**src/rtl/eq_band_mixer.sv**
```systemverilog
// eq_band_mixer: gain-weighted sum of FIR band accumulators, rounded and saturated to 24-bit stereo PCM.
// Sticky clip_l/clip_r flags are built only when EQ_MIX_CLIP_DETECT_EN is defined.
module eq_band_mixer #(
   parameter int NUM_BANDS = 4,
   parameter int GAIN_W    = 8
) (
   input  logic                    clk,
   input  logic                    reset_n,
   input  logic                    audio_en,
   input  logic                    fir_done,
   input  logic [48*NUM_BANDS-1:0] l_band_in,
   input  logic [48*NUM_BANDS-1:0] r_band_in,
   input  logic                    gain_wr_en,
   input  logic [3:0]              gain_select,
   input  logic [GAIN_W-1:0]       gain_wr_data,
   output logic [23:0]             l_mix_out,
   output logic [23:0]             r_mix_out,
   output logic                    mix_valid,
   output logic                    busy,
   output logic                    overrun,
   output logic                    clip_l,
   output logic                    clip_r
);
   localparam int ACC_W = 48 + GAIN_W + 1 + $clog2(NUM_BANDS);
   localparam int PW    = 49 + GAIN_W;
   localparam int KW    = (NUM_BANDS > 1) ? $clog2(NUM_BANDS) : 1;
   localparam int SH    = 14 + GAIN_W;
   localparam logic [1:0] IDLE = 2'd0;
   localparam logic [1:0] MAC  = 2'd1;
   localparam logic [1:0] SAT  = 2'd2;
   localparam logic [GAIN_W-1:0] UNITY = {1'b1, {(GAIN_W-1){1'b0}}};
   // Half an output LSB: rounds half toward +inf before the arithmetic shift.
   localparam logic signed [ACC_W-1:0] HALF = {{(ACC_W-SH){1'b0}}, 1'b1, {(SH-1){1'b0}}};

   logic [GAIN_W-1:0]       gain_q      [NUM_BANDS];
   logic [GAIN_W-1:0]       gain_snap_q [NUM_BANDS];
   logic signed [47:0]      l_snap_q    [NUM_BANDS];
   logic signed [47:0]      r_snap_q    [NUM_BANDS];
   logic [1:0]              state_q, state_d;
   logic [KW-1:0]           k_q, k_d;
   logic signed [ACC_W-1:0] acc_l_q, acc_l_d, acc_r_q, acc_r_d;
   logic [23:0]             l_out_q, l_out_d, r_out_q, r_out_d;
   logic                    valid_q, valid_d, ovr_q, ovr_d;
   logic signed [PW-1:0]    prod_l, prod_r;
   logic signed [ACC_W-1:0] rnd_l, rnd_r;
   logic                    ok_l, ok_r, capture;
   logic [23:0]             sat_l, sat_r;

   assign busy    = (state_q != IDLE) || valid_q;
   assign capture = (state_q == IDLE) && fir_done && audio_en;
   assign prod_l  = PW'(l_snap_q[k_q]) * PW'($signed({1'b0, gain_snap_q[k_q]}));
   assign prod_r  = PW'(r_snap_q[k_q]) * PW'($signed({1'b0, gain_snap_q[k_q]}));
   assign rnd_l   = (acc_l_q + HALF) >>> SH;
   assign rnd_r   = (acc_r_q + HALF) >>> SH;
   assign ok_l    = (&rnd_l[ACC_W-1:23]) | ~(|rnd_l[ACC_W-1:23]);
   assign ok_r    = (&rnd_r[ACC_W-1:23]) | ~(|rnd_r[ACC_W-1:23]);
   assign sat_l   = ok_l ? rnd_l[23:0] : (rnd_l[ACC_W-1] ? 24'h800000 : 24'h7FFFFF);
   assign sat_r   = ok_r ? rnd_r[23:0] : (rnd_r[ACC_W-1] ? 24'h800000 : 24'h7FFFFF);

   always_comb begin
      state_d = state_q;
      k_d     = k_q;
      acc_l_d = acc_l_q;
      acc_r_d = acc_r_q;
      l_out_d = l_out_q;
      r_out_d = r_out_q;
      valid_d = 1'b0;
      ovr_d   = ovr_q | (fir_done & busy);
      if (capture) begin
         state_d = MAC;
         k_d     = '0;
         acc_l_d = '0;
         acc_r_d = '0;
      end else if (state_q == MAC) begin
         acc_l_d = acc_l_q + ACC_W'(prod_l);
         acc_r_d = acc_r_q + ACC_W'(prod_r);
         k_d     = k_q + KW'(1);
         state_d = (k_q == KW'(NUM_BANDS - 1)) ? SAT : MAC;
      end else if (state_q == SAT) begin
         l_out_d = sat_l;
         r_out_d = sat_r;
         valid_d = 1'b1;
         state_d = IDLE;
      end
      if (!audio_en) begin
         state_d = IDLE;
         l_out_d = '0;
         r_out_d = '0;
         valid_d = 1'b0;
         ovr_d   = 1'b0;
      end
   end

   always_ff @(posedge clk) begin
      if (!reset_n) begin
         state_q <= IDLE;
         k_q     <= '0;
         acc_l_q <= '0;
         acc_r_q <= '0;
         l_out_q <= '0;
         r_out_q <= '0;
         valid_q <= 1'b0;
         ovr_q   <= 1'b0;
      end else begin
         state_q <= state_d;
         k_q     <= k_d;
         acc_l_q <= acc_l_d;
         acc_r_q <= acc_r_d;
         l_out_q <= l_out_d;
         r_out_q <= r_out_d;
         valid_q <= valid_d;
         ovr_q   <= ovr_d;
      end
   end

   // Gains survive audio_en=0; snapshots need no reset since they are always loaded before use.
   always_ff @(posedge clk) begin
      for (int b = 0; b < NUM_BANDS; b++) begin
         if (!reset_n)
            gain_q[b] <= UNITY;
         else if (gain_wr_en && gain_select == 4'(b))
            gain_q[b] <= gain_wr_data;
         if (capture) begin
            gain_snap_q[b] <= gain_q[b];
            l_snap_q[b]    <= l_band_in[48*b +: 48];
            r_snap_q[b]    <= r_band_in[48*b +: 48];
         end
      end
   end

`ifdef EQ_MIX_CLIP_DETECT_EN
   logic clip_l_q, clip_r_q;

   always_ff @(posedge clk) begin
      if (!reset_n || !audio_en) begin
         clip_l_q <= 1'b0;
         clip_r_q <= 1'b0;
      end else if (state_q == SAT) begin
         clip_l_q <= clip_l_q | ~ok_l;
         clip_r_q <= clip_r_q | ~ok_r;
      end
   end

   assign clip_l = clip_l_q;
   assign clip_r = clip_r_q;
`else
   assign clip_l = 1'b0;
   assign clip_r = 1'b0;
`endif

   assign l_mix_out = l_out_q;
   assign r_mix_out = r_out_q;
   assign mix_valid = valid_q;
   assign overrun   = ovr_q;
endmodule

```
**config.mk**
```make
export PLATFORM = sky130hd
export DESIGN_NAME = eq_band_mixer
export DESIGN_NICKNAME = d
export VERILOG_FILES = /design/src/rtl/eq_band_mixer.sv
export SDC_FILE = /design/constraint.sdc
export NUM_CORES = 2
export LEC_CHECK = 0
export ABC_CLOCK_PERIOD_IN_PS = 12590
export BUFFER_PORTS_ARGS = -buffer_cell sky130_fd_sc_hd__buf_2
export CELL_PAD_IN_SITES_DETAIL_PLACEMENT = 0
export CELL_PAD_IN_SITES_GLOBAL_PLACEMENT = 1
export CORE_MARGIN = 2
export CORE_UTILIZATION = 40
export CTS_CLUSTER_DIAMETER = 40
export DETAILED_ROUTE_END_ITERATION = 10
export MAX_ROUTING_LAYER = met4
export PLACE_DENSITY_LB_ADDON = 0.2
export RECOVER_POWER = 100
export SLEW_MARGIN = 20
export SYNTH_ARGS = -nofsm -noshare
export SYNTH_HDL_FRONTEND = slang
export SYNTH_SLANG_ARGS = --single-unit
```
**constraint.sdc**
```tcl
create_clock -name clk -period 12.59 [get_ports clk]
set_input_delay 2.518 -clock clk [delete_from_list [all_inputs] [get_ports clk]]
set_output_delay 2.518 -clock clk [all_outputs]
set_load 0.02 [all_outputs]
```
# Word-level counts from Yosys, hierarchy flattened
# Memories as Yosys holds them, arrays and structs flattened. A register that Yosys moved wholly into a read port is not among the register bits.
# Index checks and enable logic that the tools add are counted.
[totals]
memories = 4
wordCells = 95
regBits = 172
ram_bits = 448
latch_bits = 0
mem_bits_ro = 0
in_bits = 401
[classes]
shifts = 0
bitwise_logic = 14
div_mod_pow = 0
addsub = 5
n_reduce_logical = 21
mul = 2
n_lt_le_gt_ge = 0
mux = 34
n_eq_ne = 6
[memory_table]
columns = ["memory", "words", "word_bits", "read_ports", "rd_ports_with_merged_regs", "write_ports", "line_no", "text"]
rows = [
  ["l_snap_q", 4, 48, 1, 1, 4, "37", "logic signed [47:0] l_snap_q [NUM_BANDS];"],
  ["r_snap_q", 4, 48, 1, 1, 4, "38", "logic signed [47:0] r_snap_q [NUM_BANDS];"],
  ["gain_q", 4, 8, 4, 0, 4, "35", "logic [GAIN_W-1:0] gain_q [NUM_BANDS];"],
  ["gain_snap_q", 4, 8, 1, 1, 4, "36", "logic [GAIN_W-1:0] gain_snap_q [NUM_BANDS];"],
]
[op_table]
columns = ["op", "n"]
rows = [
  ["adder 59 x 23 -> 59 bit, second input constant", 2],
  ["adder 59 x 57 -> 59 bit", 2],
  ["multiplier 48 x 9 -> 57 bit", 2],
  ["2-to-1 mux 24 bit", 4],
  ["2-to-1 mux 8 bit", 4],
  ["AND reduction 14 bit", 2],
  ["OR reduction 14 bit", 2],
  ["2-to-1 mux 2 bit", 9],
  ["2-to-1 mux 1 bit", 17],
  ["== test 4 x 2 -> 1 bit, second input constant", 2],
  ["bitwise OR 1 bit", 7],
  ["logical AND 1 bit", 6],
  ["NOT 1 bit", 6],
  ["== test 2 bit, second input constant", 2],
  ["== test 4 x 1 -> 1 bit, second input constant", 1],
  ["logical NOT 4 bit", 1],
  ["nonzero test 2 bit", 2],
  ["OR reduction 4 bit", 1],
  ["AND reduction 3 bit", 1],
  ["nonzero test 3 bit", 1],
  ["OR reduction 3 bit", 1],
  ["adder 2 x 1 -> 2 bit, second input constant", 1],
  ["== test 2 x 1 -> 1 bit, second input constant", 1],
  ["logical NOT 2 bit", 1],
  ["4 further kinds", 4],
]

# Depth between registers and ports, before layout
[depth]
word_depth = 6
ltp_mapped = 30
mapped_depth_nobuf = 25

# Worst setup path before layout
# Ideal clock, no wire load.
[synth_path]
path_type = "input-to-reg"
startpoint = "input audio_en"
endpoint = "memory gain_snap_q[0][0] (enable)"
slack_ns = 1.185
setup_time_ns = 0.764
path_buffers = 0
required_time_ns = 11.826
arrival_ns = 10.641
stages = 2
cell_sequence = "nand3_1 > inv_1"
[synth_rtl]
columns = ["item", "line_no", "text"]
rows = [
  ["start: declaration", "9", "input logic audio_en,"],
  ["end: declaration", "36", ""],
]

==> results.md <==
* RSZ-0062 raised after global routing: false
* Share of post-route cells with drive strength above 1 at 0.130
* Die area at 0.135 mm^2
* Sum of negative setup slack at 0 ps
* Maxcap violations at 4
* Per-cell via count in the routed design at 4.98
* Leading cell type in the layout, fill and taps excluded: inv_1
* Synth warnings at 0
* Reg clk slew, reported paths at 50 ps
* Share of async-settable or async-resettable flops after synthesis at 0
* Final routed wire length divided by cell count at 20.3 um
* Final Cycle Share at 0.804
* Fin crit period at 10120 ps
* DR DRC count at 0
* Top_reg_cell synth: edfxtp_1
* Netlist area before placement at 0.0529 mm^2
* Core Box Area at 0.131 mm^2
* Count of port buffers added during placement at 451
* Category of the worst setup path capture point: register
* Syn avg cell area at 10.5 um^2
* Number of sinks driven by the clock tree at 622
* Initial antenna violation count at 23
* Post-detailed-routing wire length at 148 mm
* Register area share after synthesis at 0.320
* Area taken by multi-input logic gates at 0.0321 mm^2
* Pre-Repair DR Iteration Count at 5
* Buffer depth of the longest clock path at 3
* CTS tree: yes
* Final weighted congestion in routability-driven placement at 0.904
* Iteration-0 DRC Markers at 2819
* Total number of nets in the final design at 6772
* Number of hold-repair buffers added at the cts stage at 0
* Global-route wire length before repair at 229 mm
* Max_slew headroom at -1.75
* Crit-path max cell delay at 1220 ps
* Arrival time of the worst setup path at 10630 ps
* Hold/Removal Path Class: reg2reg
* Residual antenna-violating net count after detailed routing at 0
* Resize count post-CTS at 0
* Worst Skew at 91.5 ps
* Count of distinct cell types in the synthesized netlist at 72
* Number of buffers created by CTS at 106
* Number of enable-type register cells in the synthesized netlist at 448
* Final setup viols at 0
* Area Growth Syn to Fin at 14.5%
* Reg area at 0.0169 mm^2
* Dpl hpwl at 117 mm
* Total number of H-tree levels at 3
* Number of top-level pins at 454
* Type of the worst setup path: reg2reg
* Actual slew at the worst max-slew pin at 4120 ps
* Total number of placement rows at 133
* Clock insertion delay at the later pin of the skew report at 760 ps
* Overall fraction of global-route tracks in use at 0.228
* Achievable frequency at 98.8 MHz
* Pins Over Slew Limit at 375
* DIE WIDTH at 368 um
* Vertical die dimension at 368 um
* Total grt overflow at 0
* Synthesized netlist cell count at 5030
* Nature of the critical path startpoint: register
* Status: finished, violations left
* Count of state elements after synthesis at 622
* Required time worst endpoint at 13100 ps
* Critical-path cell with the highest stage delay: mux4_2
* Root Buffer: clkbuf_16
* Post-CTS setup repair buffer count at 0
* Hold Vio Cnt, Final at 0
* Fill cells at 12500
* Initial core utilization at 0.403
* Largest fanout of any net on the critical path at 52
* Via Count at 36200
* Maximum number of pins on one net before global-route repair at 172
* Most used cells in the layout excluding fill and tap cells: inv_1, fa_1, nand2_1, edfxtp_1, nor2_1
* Number of global-route vias before repair at 37900
* Violations in the final reports: max-capacitance violations, max-slew violations
## kinds of logic (layout without fill, tap and decap cells)
kind of cell	count (synthesis)	after routing	synth area share
AND/OR/NAND/NOR	1423	1423	0.122
adder cells (fa/ha/maj)	954	954	0.325
flip-flops	622	622	0.320
AO/OA/AOI/OAI	604	604	0.0723
other	1	22	0.0000709
XOR/XNOR	165	165	0.0273
multiplexers	233	233	0.0596
buffers and inverters	1028	1502	0.0733
## Yosys cell counts, drive strengths merged (61+ instances only)
cell type / number / share of area
dfxtp: 174 / 0.066
fa: 702 / 0.27
nand2: 567 / 0.040
ha: 252 / 0.060
mux2i: 128 / 0.024
o21ai: 153 / 0.014
nor2: 398 / 0.028
clkbuf: 171 / 0.012
a21oi: 162 / 0.015
and2: 217 / 0.026
xnor2: 126 / 0.021
a21o: 73 / 0.010
edfxtp: 448 / 0.25
inv: 820 / 0.058
mux4: 61 / 0.026
## flip-flops by register name, summed over array words and instances (netlist names), named ones only
register and cells:
mix_valid 1, overrun 1, l_snap_q 192, acc_r_q 59
state_q 2, acc_l_q 59, r_mix_out 24, l_mix_out 24
gain_snap_q 32, r_snap_q 192, gain_q 32, k_q 2
## critical path: cells and delay by family, from the launching register on
kind	cells	cell delay (ps)
AO/OA/AOI/OAI	8	2520
adder cells (fa/ha/maj)	6	2820
buffers and inverters	7	1520
flip-flops	1	780
multiplexers	1	1220
AND/OR/NAND/NOR	4	1000
## layer usage
metal	track usage	vias up	share of wire
met1	0.339	17900	0.50
met4	0.0529	0	0.017
met2	0.319	981	0.42
met3	0.0436	154	0.060
met5	-	-	0
li1	-	17200	-
## through the flow
stage                     worst slack (ps)   util  std cells  hold slack, ps  area (um^2)
after floorplan                       1180      -       5031             400        52900
after global placement                3220  0.434       7064             402        57000
after detailed placement              3200  0.434       7064             405        57000
after CTS                             3150  0.462       7260             414        60700
after global routing                  1910  0.461       7278             418        60600
final                                 2470  0.461       7280             414        60600
## worst paths after layout
path                                                  from                           to  slack [ps]  cells after the start
worst min-delay path            gain_q[2][7]$_SDFFCE_PN1P_  gain_snap_q[2][7]$_DFFE_PP_         410                      0
worst max register to register                    register     acc_r_q[57]$_SDFFE_PP0P_        2470                     26
worst max-delay path                              register     acc_r_q[57]$_SDFFE_PP0P_        2470                     26
worst min register to register  gain_q[2][7]$_SDFFCE_PN1P_  gain_snap_q[2][7]$_DFFE_PP_         410                      0
## layout make-up
| type | count | share of cell area |
|---|---|---|
| Multi-Input combinational cell | 3381 | 0.531 |
| Sequential cell | 622 | 0.280 |
| Inverter | 820 | 0.0508 |
| Clock buffer | 115 | 0.0447 |
| Timing Repair Buffer | 486 | 0.0398 |
| Tap cell | 1755 | 0.0363 |
| Clock inverter | 81 | 0.0174 |
| Antenna cell | 20 | 0.000826 |
Power is left out: the tool's default activity adds up to more than one toggle a clock period on the data nets, which glitch-free logic cannot reach.
